$ cat config.mk
export PLATFORM = sky130hd
export DESIGN_NAME = dual_driver_arbiter
export DESIGN_NICKNAME = d
export VERILOG_FILES = /design/src/rtl/dual_driver_arbiter.sv
export SDC_FILE = /design/constraint.sdc
export NUM_CORES = 1
export LEC_CHECK = 0
export CAP_MARGIN = 40
export CORE_MARGIN = 4
export CORE_UTILIZATION = 40
export CTS_BUF_LIST = sky130_fd_sc_hd__clkbuf_8
export DETAILED_ROUTE_END_ITERATION = 8
export GPL_ROUTABILITY_DRIVEN = 0
export PLACE_DENSITY = 0.66
export SLEW_MARGIN = 15
export SYNTH_ARGS = -nofsm -noshare
export SYNTH_HDL_FRONTEND = slang
export SYNTH_SLANG_ARGS = --single-unit
$ cat constraint.sdc
create_clock -name clk -period 2.09 [get_ports clk]
set_input_delay 0.3135 -clock clk [delete_from_list [all_inputs] [get_ports clk]]
set_output_delay 0.3135 -clock clk [all_outputs]
set_load 0.02 [all_outputs]
$ cat src/rtl/dual_driver_arbiter.sv
// Round-robin arbiter that time-shares one registered output net between sources A and B.
// Bounded hold time per grant, conflict pulse on simultaneous requests, sticky flag for tied-off requesters.
module dual_driver_arbiter #(
   parameter int WIDTH    = 1,
   parameter int HOLD_MAX = 4
) (
   input  logic             clk,
   input  logic             rst_n,
   input  logic             req_a,
   input  logic             req_b,
   input  logic [WIDTH-1:0] data_a,
   input  logic [WIDTH-1:0] data_b,
   input  logic             en_a,
   input  logic             en_b,
   output logic             gnt_a,
   output logic             gnt_b,
   output logic [WIDTH-1:0] out_e,
   output logic             out_valid,
   output logic             conflict,
   output logic             err_empty
);

   localparam logic [1:0] IDLE  = 2'd0;
   localparam logic [1:0] OWN_A = 2'd1;
   localparam logic [1:0] OWN_B = 2'd2;

   localparam logic [7:0] HOLD_LAST = 8'(HOLD_MAX - 1);

   logic [1:0]       state_q, state_d;
   logic             last_b_q, last_b_d;
   logic [7:0]       hold_cnt_q, hold_cnt_d;
   logic [WIDTH-1:0] out_e_q, out_e_d;
   logic             out_valid_q, out_valid_d;
   logic             conflict_q, conflict_d;
   logic             err_empty_q, err_empty_d;
   logic             ra, rb;

   assign ra = req_a & en_a;
   assign rb = req_b & en_b;

   always_comb begin
      state_d    = state_q;
      conflict_d = 1'b0;
      unique case (state_q)
         IDLE: begin
            if (ra && rb) begin
               state_d    = last_b_q ? OWN_A : OWN_B;
               conflict_d = 1'b1;
            end else if (ra) begin
               state_d = OWN_A;
            end else if (rb) begin
               state_d = OWN_B;
            end
         end
         OWN_A: begin
            if (!ra)                           state_d = rb ? OWN_B : IDLE;
            else if (rb && hold_cnt_q == HOLD_LAST) state_d = OWN_B;
         end
         OWN_B: begin
            if (!rb)                           state_d = ra ? OWN_A : IDLE;
            else if (ra && hold_cnt_q == HOLD_LAST) state_d = OWN_A;
         end
         default: state_d = IDLE;
      endcase
   end

   // Hold counter only runs while the other side is waiting, so an uncontested owner never rotates.
   always_comb begin
      hold_cnt_d = hold_cnt_q;
      if (state_d != state_q)
         hold_cnt_d = 8'd0;
      else if (((state_q == OWN_A) && rb) || ((state_q == OWN_B) && ra))
         hold_cnt_d = (hold_cnt_q == HOLD_LAST) ? hold_cnt_q : hold_cnt_q + 8'd1;
   end

   always_comb begin
      last_b_d    = last_b_q;
      out_e_d     = out_e_q;
      out_valid_d = (state_d != IDLE);
      if (state_d == OWN_A) begin
         out_e_d = data_a;
         if (state_q != OWN_A) last_b_d = 1'b0;
      end else if (state_d == OWN_B) begin
         out_e_d = data_b;
         if (state_q != OWN_B) last_b_d = 1'b1;
      end
      err_empty_d = err_empty_q | (req_a & ~en_a) | (req_b & ~en_b);
   end

   always_ff @(posedge clk or negedge rst_n) begin
      if (!rst_n) begin
         state_q     <= IDLE;
         last_b_q    <= 1'b1;
         hold_cnt_q  <= 8'd0;
         out_e_q     <= '0;
         out_valid_q <= 1'b0;
         conflict_q  <= 1'b0;
         err_empty_q <= 1'b0;
      end else begin
         state_q     <= state_d;
         last_b_q    <= last_b_d;
         hold_cnt_q  <= hold_cnt_d;
         out_e_q     <= out_e_d;
         out_valid_q <= out_valid_d;
         conflict_q  <= conflict_d;
         err_empty_q <= err_empty_d;
      end
   end

   assign gnt_a     = (state_q == OWN_A);
   assign gnt_b     = (state_q == OWN_B);
   assign out_e     = out_e_q;
   assign out_valid = out_valid_q;
   assign conflict  = conflict_q;
   assign err_empty = err_empty_q;

endmodule

* Yosys cells after proc, flatten, opt, wreduce, memory -nomap -nowiden
Index checks and enable logic that the tools add are counted.
** Storage, ports and cells
- Flip-flop bits (word level) :: 15
- Output and inout port bits :: 6
- Input port bits :: 8
- Logic and storage cells :: 61
** Cells by class
- Add/sub/neg operators :: 1
- Bitwise gates (word level) :: 8
- Eq/ne operators :: 10
- Multiplexer cells :: 22
- Reductions and logical operators :: 13
** Operator list (count)
- $mux 8 :: 3
- $mux 2 :: 9
- $mux 1 :: 9
- $add 8x1->8 const B :: 1
- $eq 8x2->1 const B :: 1
- $reduce_bool 2->1 :: 4
- $ne 2x1->1 const B :: 3
- $pmux 2 s3 :: 1
- $logic_and 1x1->1 :: 5
- $and 1x1->1 :: 4
- $eq 2x1->1 const B :: 2
- $eq 2x2->1 const B :: 2
- $reduce_and 3->1 :: 1
- $logic_not 2->1 :: 1
- $ne 2x2->1 :: 1
- $ne 2x2->1 const B :: 1
- $not 1->1 :: 2
- $or 1x1->1 :: 2
- $reduce_and 2->1 :: 1
- $logic_or 1x1->1 :: 1

* Longest topological paths before layout
- Depth after elaboration :: 8
- Mapped depth :: 9
- Gate-level depth less buffers :: 9

* Least setup slack after synthesis
Ideal clock, no wire load.
- Path kind :: register to register
- Start point :: reg hold_cnt_q[0]
- End point :: reg last_b_q
- Buffers on the path :: 0
- Slack :: -0.196 ns
- Required time :: 2.017 ns
- Cell stages (with the launch flop) :: 10
- Arrival :: 2.213 ns
- Library setup time :: 0.073 ns
- Period minus slack after synthesis :: 2.286 ns
- Cells stage by stage :: dfrtp_1 -> ha_1 -> nor3b_1 -> a21oi_1 -> o21a_1 -> or3_1 -> ha_1 -> nor2b_1 -> o22ai_1 -> a21oi_1
** Between the ends
- Longest elaborated chain between the ends :: 8
- Elaborated cells between the ends (all ways) :: 15
- Classes of those cells :: eq/ne: 4; mux: 6; reduce/logical: 5
** RTL lines
- start, declared :: RTL line 31 : logic [7:0] hold_cnt_q, hold_cnt_d;
- start signal, assigned :: RTL line 102 : hold_cnt_q <= hold_cnt_d;
- $eq 8x2->1 * :: RTL line 57, 61
- $logic_and 1x1->1 (on tied branches) :: RTL line 61, 57
- $mux 2 (on tied branches) :: RTL line 61, 57
- $mux 2 (on tied branches) :: RTL line 60, 56
- $pmux 2 s3 * :: RTL line 44 : unique case (state_q)
- $eq 2x1->1 or $eq 2x2->1 (tied branches) :: RTL line 80, 83
- $ne 2x1->1 (no line) or $reduce_bool 2->1 (tied branches)
- $reduce_and 3->1 (no line)
- end signal, assigned :: RTL line 101 : last_b_q <= last_b_d;
- end, declared :: RTL line 30 : logic last_b_q, last_b_d;
Mark *: on every way between the ends. The rest lies on a longest branch, timed or not.
A chain may end at the register's enable or synchronous reset.

* Worst setup path after layout
- Start point :: reg hold_cnt_q[1]
- End point :: reg last_b_q
The elaborated chain is that of the path after synthesis.

==> run metrics <==
full die area 3010 um2; Cell Int Power 0.534 mW; drt drc 0; Net Switching 0.209 mW; slowest CP cell dfrtp_1; Core Area 2020 um2; relative slew slack 54.1%; post-synthesis sequential area ratio between 40% and 50%; cts bufs inserted 3; largest net degree at the start of global routing 16; WL final 2110 um; xor/xnor share of the synthesized area 2.00%; area grow syn2layout 46.8%; Antenna diodes 0; clk_skew about 0.0024 ns; clock sink total 15; Logic pwr share 22.8%; DR iter-0 viols 10; vias per cell about 5.5; Final min period around 2.1 ns; Clock Tree Buf Depth 2; Leak Pwr 0.547 nW; sequential share of power between 40 and 50%; peak supply drop 433 uV; number of fill cells 189; Final setup viols 1; Clock Latency Late Sink 0.25 ns; synthesized area per cell between 9 and 10 um2; most common cell after layout, fill and taps aside buf_4; first-pass GRT wire length 3420 um; TritonCTS clock tree done; Final #Nets 141; Site Rows 16; max-cap viol count 0; R2R setup slack -0.02 ns; Syn Std Cell Area 877 um2; most frequent cells in the layout 21 x buf_4, 13 x dfrtp_1, 13 x clkdlybuf4s50_1; HP Class in2async; IO buf count 13; H-tree depth 1; CP Max Fanout 4; Slowest Stage Delay on Critical Path 0.35 ns; WS Path Type reg2reg; Die X-Extent 54.8 um; Worst EP arrival 2.29 ns; Post-Synth Simple-Gate Area ~23%; critical path depth 9; WL/cell 13.5 um; Critical Path Sink Type register; CP cell instances ha_2, nor3b_4, a21oi_2, o21a_1, or3_4, ha_4, nor2b_1, o22ai_1, a21oi_1; adder-cell area share of the yosys netlist roughly 4.3%; Synth cell types 35; routed via count approximately 850; CP top delay family simple AND/OR/NAND/NOR gates; total grt overflow 0; Power Density approximately 580 nW/um2; buffers and inverters on the worst path 0; syn nets roughly 110; clock root buffer clkbuf_8; Cells after Synth 94; Die Span Y 54.8 um; Worst R2R Path Depth 9; final worst-path cycle share 101%; share of layout cells above drive strength 1 29.5%; Setup WS pre-CTS -0.145 ns; Switching Fraction 28.1%; post-detail-place hpwl 1480 um; post-synthesis compound-gate area fraction 21.1%; antenna violations before repair 0; starting density of the core 43.4%; mux contribution to synthesized area 2.28%; violated checks negative setup slack; f_max 473 MHz; #FFs+latches synth 15; Slew @ Worst Pin 0.686 ns; Setup TNS -0.0235 ns; outcome finished with violations; IO Count 14; Clock Power Share 31.7%; Worst Path Required ~2.3 ns; Setup crit start kind register; GRT Total Usage around 16%; Fin. Hold Viols 0; post-route antenna net violation count 0; largest family of logic cells by synthesized area simple AND/OR/NAND/NOR gates; clock slew at reported path FFs 0.06 ns; Yosys Warn Count 0; vias in the first global route 817; drt pass-1 iters 4; Pins Over Slew Limit 0; setup ws final -0.0235 ns; RSZ-0062 raised after global routing true
## power by group through the flow
stage / registers (mW) / logic, mW / clock network, mW
finish: 0.338 / 0.169 / 0.235
global route: 0.341 / 0.187 / 0.256
global placement: 0.340 / 0.157 / 0
floorplan: 0.342 / 0.0849 / 0
CTS: 0.336 / 0.163 / 0.241
detailed placement: 0.342 / 0.161 / 0
## registers in the layout, indices dropped and copies added (netlist names)
signal and cells:
hold_cnt_q 8, state_q 2, conflict 1, err_empty 1
last_b_q 1, out_e 1, out_valid 1
## per-stage QoR
stage               power [mW]  cells  hold WS, ns  area [um2]  utilization, %
floorplan                0.427     94       0.0179         908               -
global placement         0.497    147        0.462        1170            58.0
detailed placement       0.503    147        0.483        1170            58.0
CTS                      0.740    153        0.496        1240            61.4
global route             0.785    156        0.518        1290            63.7
finish                   0.742    156        0.483        1290            63.7
## repair_timing
action,in CTS,in global routing
gates cloned,0,0
gates resized for setup,1,9
pin swaps,2,6
setup endpoints to repair,1,2
hold buffers,0,0
setup buffers,2,3
## logic make-up (layout without fill, tap and decap cells)
family / Yosys count / after routing
flip-flops: 15 / 15
adder cells (fa/ha/maj): 3 / 3
AO/OA/AOI/OAI: 30 / 30
multiplexers: 2 / 2
XOR/XNOR: 2 / 2
AND/OR/NAND/NOR: 34 / 34
buffers and inverters: 8 / 43
## final cells by class
cell class,instances,area [um2],share of cell area (%)
Sequential cell,15,378,29.3
Clock buffer,3,41.3,3.21
Multi-Input combinational cell,71,523,40.6
Tap cell,27,33.8,2.62
Inverter,5,18.8,1.46
Clock inverter,1,5.00,0.389
Timing Repair Buffer,34,288,22.4
## per-layer routing
layer	vias to the layer above	global-route usage, %	share of wire [%]
met1	412	19.1	45
met2	18	26.4	49
met5	-	0	0
met4	0	5.81	0.38
met3	2	4.09	5.1
li1	421	-	-
## path summary, 6_finish.rpt
path / start / endpoint
setup / recovery: hold_cnt_q[1]$_DFFE_PN0P_ / last_b_q$_DFFE_PN1P_
hold / removal: rst_n / hold_cnt_q[4]$_DFFE_PN0P_
setup reg to reg: hold_cnt_q[1]$_DFFE_PN0P_ / last_b_q$_DFFE_PN1P_
hold reg to reg: err_empty$_DFF_PN0_ / err_empty$_DFF_PN0_
max in group asynchronous: rst_n / hold_cnt_q[6]$_DFFE_PN0P_
min in group clk: err_empty$_DFF_PN0_ / err_empty$_DFF_PN0_
## synthesized netlist by cell type (all sizes together)
cell type | n | area [um2]
a21oi | 12 | 60.1
o21ai | 6 | 30.0
and2 | 1 | 6.26
xnor2 | 1 | 8.76
buf | 3 | 20.0
ha | 3 | 37.5
o211ai | 1 | 7.51
a2111oi | 1 | 8.76
xor2 | 1 | 8.76
a21boi | 2 | 15.0
nor3b | 2 | 15.0
a31oi | 1 | 6.26
and4 | 1 | 8.76
o22ai | 1 | 6.26
o31ai | 2 | 15.0
nor2b | 3 | 18.8
a32o | 1 | 10.0
o211a | 1 | 10.0
nand3 | 4 | 20.0
inv | 5 | 18.8
nand2 | 6 | 22.5
nor4 | 2 | 18.8
nor2 | 4 | 15.0
or4 | 2 | 15.0
and3b | 1 | 8.76
dfrtp | 14 | 350
or3 | 4 | 25.0
nand4b | 2 | 17.5
nor3 | 2 | 10.0
a22o | 1 | 8.76
o21a | 1 | 7.51
dfstp | 1 | 26.3
mux2i | 2 | 20.0
(Power assumes the default switching activity.)
==> RTL change (same flow settings) <==
One comparison of `hold_cnt_q` changes from == to >=.
--- a/src/rtl/dual_driver_arbiter.sv
+++ b/src/rtl/dual_driver_arbiter.sv
@@ -58,7 +58,7 @@
          end
          OWN_B: begin
             if (!rb)                           state_d = ra ? OWN_A : IDLE;
-            else if (ra && hold_cnt_q == HOLD_LAST) state_d = OWN_A;
+            else if (ra && hold_cnt_q >= HOLD_LAST) state_d = OWN_A;
          end
          default: state_d = IDLE;
       endcase
Check against the original RTL: same outputs for any inputs over 10 cycles, from zero or initial values and one cycle with rst_n low; that may be too few to reach the edited logic, so the function may still have changed.
==> RTL change against the original RTL <==
  * Power up 17%
  * Critical path depth down 2
  * Largest power group unchanged
  * Design area up 10%
  * Synthesized area up 5.7%
  * Global-route usage up 1.0 points
  * Sequential cell count unchanged
  * Worst setup slack better by 0.051 ns
  * Routed wire length up 19%
  * Count of clock-buffer cells in the layout unchanged
==> RTL change: results (changes against the original RTL) <==
- Fin Clk Skew: 0.00173 ns (-0.000701 ns)
- Clock network power consumption: 241 uW (+3%)
- Via count of the routed design: 897 (+5.2%)
- Origin of the worst setup path: hold_cnt_q[3]$_DFFE_PN0P_
- Iter 0 DRT Violations: 12 (+2)
- All-Layer GR Usage: 16.7% (+1.0 points)
- Net count after synthesis: 107 (+1.9%)
- Synth Area in Adders: 4.05% (-0.23 points)
- Final layout net count: 150 (+6.4%)
- Reg2Reg Setup Slack: 0.03 ns (+0.05 ns)
- Xor/xnor cell area share of the yosys netlist: 5.67% (+3.7 points)
- F_max: 0.485 GHz (+2.5%)
- WL final: 2510 um (+19%)
- Post-DP Area: 1240 um^2 (+6.0%)
- Pre-CTS setup slack: -0.205 ns (-0.0600 ns)
- Post-synthesis sequential area ratio: 40.6% (-2.3 points)
- Placed wire-length estimate: 1650 um (+12%)
- Cell types with the largest area share after synthesis: dfrtp_1 38%, xor2_1 5.7%, nor2_1 4.5%, ha_1 4.0%, nand4_1 3.4%
- Met3 demand-to-capacity share in global routing: 3.25% (-0.84 points)
- Inst Count DP: 156 (+6.1%)
- Lkg Pwr: 0.000616 uW (+13%)
- Setup TNS Final: 0 ns (+0.0235 ns)
- Largest incremental delay on the critical path: 0.57 ns (+0.22 ns)
- Global-route wire length before repair: 4130 um (+21%)
- Clock share of power: 27.8% (-3.9 points)
- Post-synthesis mux area share: 4.59% (+2.3 points)
- Cell with the largest stage delay on the worst path: or4_4
- Arrival time reported for the critical path endpoint: 2.23 ns (-0.06 ns)
- Number of cell instances on the worst register-to-register path: 7 (-2)
- Outcome: completed
- Worst vdd ir: 0.000562 V (+30%)
- Headroom to the max-slew limit: 52.8% (-1.3 points)
- Fraction of final layout cells sized beyond drive strength 1: 42.0% (+13 points)
- Portion of total power attributed to sequential cells: 40.8% (-4.7 points)
- Via count of the first global-routing pass: 908 (+11%)
- GR Util met1: 20.2% (+1.1 points)
- Met2 capacity usage during global routing: 28.4% (+2.0 points)
- Mean area per synthesized cell: 9.66 um^2 (+3.5%)
- Drt via density: 5.40 (-1.2%)
- Top post-synthesis cells by count: 14 x dfrtp_1, 11 x nor2_1, 7 x inv_1
[RTL change: changes by cell type in the layout (fill, tap and decap cells not counted), sizes merged, moves of 4 or more]
cell and delta:
buf +5, a21oi -5, o21ai -4, nand4 +5, nor2 +7, xor2 +5
[RTL change: worst register-to-register path: stages (launching register included)]
cell and delay [ns]:
dfrtp_2 0.45, or4_4 0.57, nor3_4 0.21, a21o_1 0.18
ha_4 0.22, nand2_2 0.06, a21oi_2 0.05, a311oi_2 0.24
[RTL change: repair_timing]
action	in CTS	in global routing
setup buffers	2	4
resized for setup	5	15
pin swaps	2	7
setup endpoints to repair	2	10
[RTL change: cell type report]
| class | instances | area, um^2 |
|---|---|---|
| clock buffer | 3 | 41.3 |
| inverter | 7 | 26.3 |
| clock inverter | 1 | 5.00 |
| tap | 28 | 35.0 |
| fill | 181 | 792 |
| multi-input combinational | 73 | 607 |
| timing repair buffer | 39 | 325 |
| sequential | 15 | 380 |
[RTL change: cell families (layout without fill, tap and decap cells)]
family,count (synthesis),after routing
XOR/XNOR,6,6
flip-flops,15,15
AO/OA/AOI/OAI,18,18
multiplexers,3,3
buffers and inverters,8,50
adder cells (fa/ha/maj),3,3
AND/OR/NAND/NOR,43,43
[RTL change: per-layer routing]
layer | vias to the layer above | wire length, um
met3 | 7 | 103
met4 | 0 | 78
met1 | 434 | 1040
met2 | 25 | 1290
li1 | 431 | -
met5 | - | 0
[RTL change: how the worst min path moves through the flow]
stage	endpoint	slack (ns)	depth (start not counted)
floorplan	conflict$_DFF_PN0_	0.02	0
CTS	err_empty$_DFF_PN0_	0.48	2
global route	err_empty$_DFF_PN0_	0.52	2
detailed placement	err_empty$_DFF_PN0_	0.47	2
finish	err_empty$_DFF_PN0_	0.48	1
global placement	err_empty$_DFF_PN0_	0.47	2
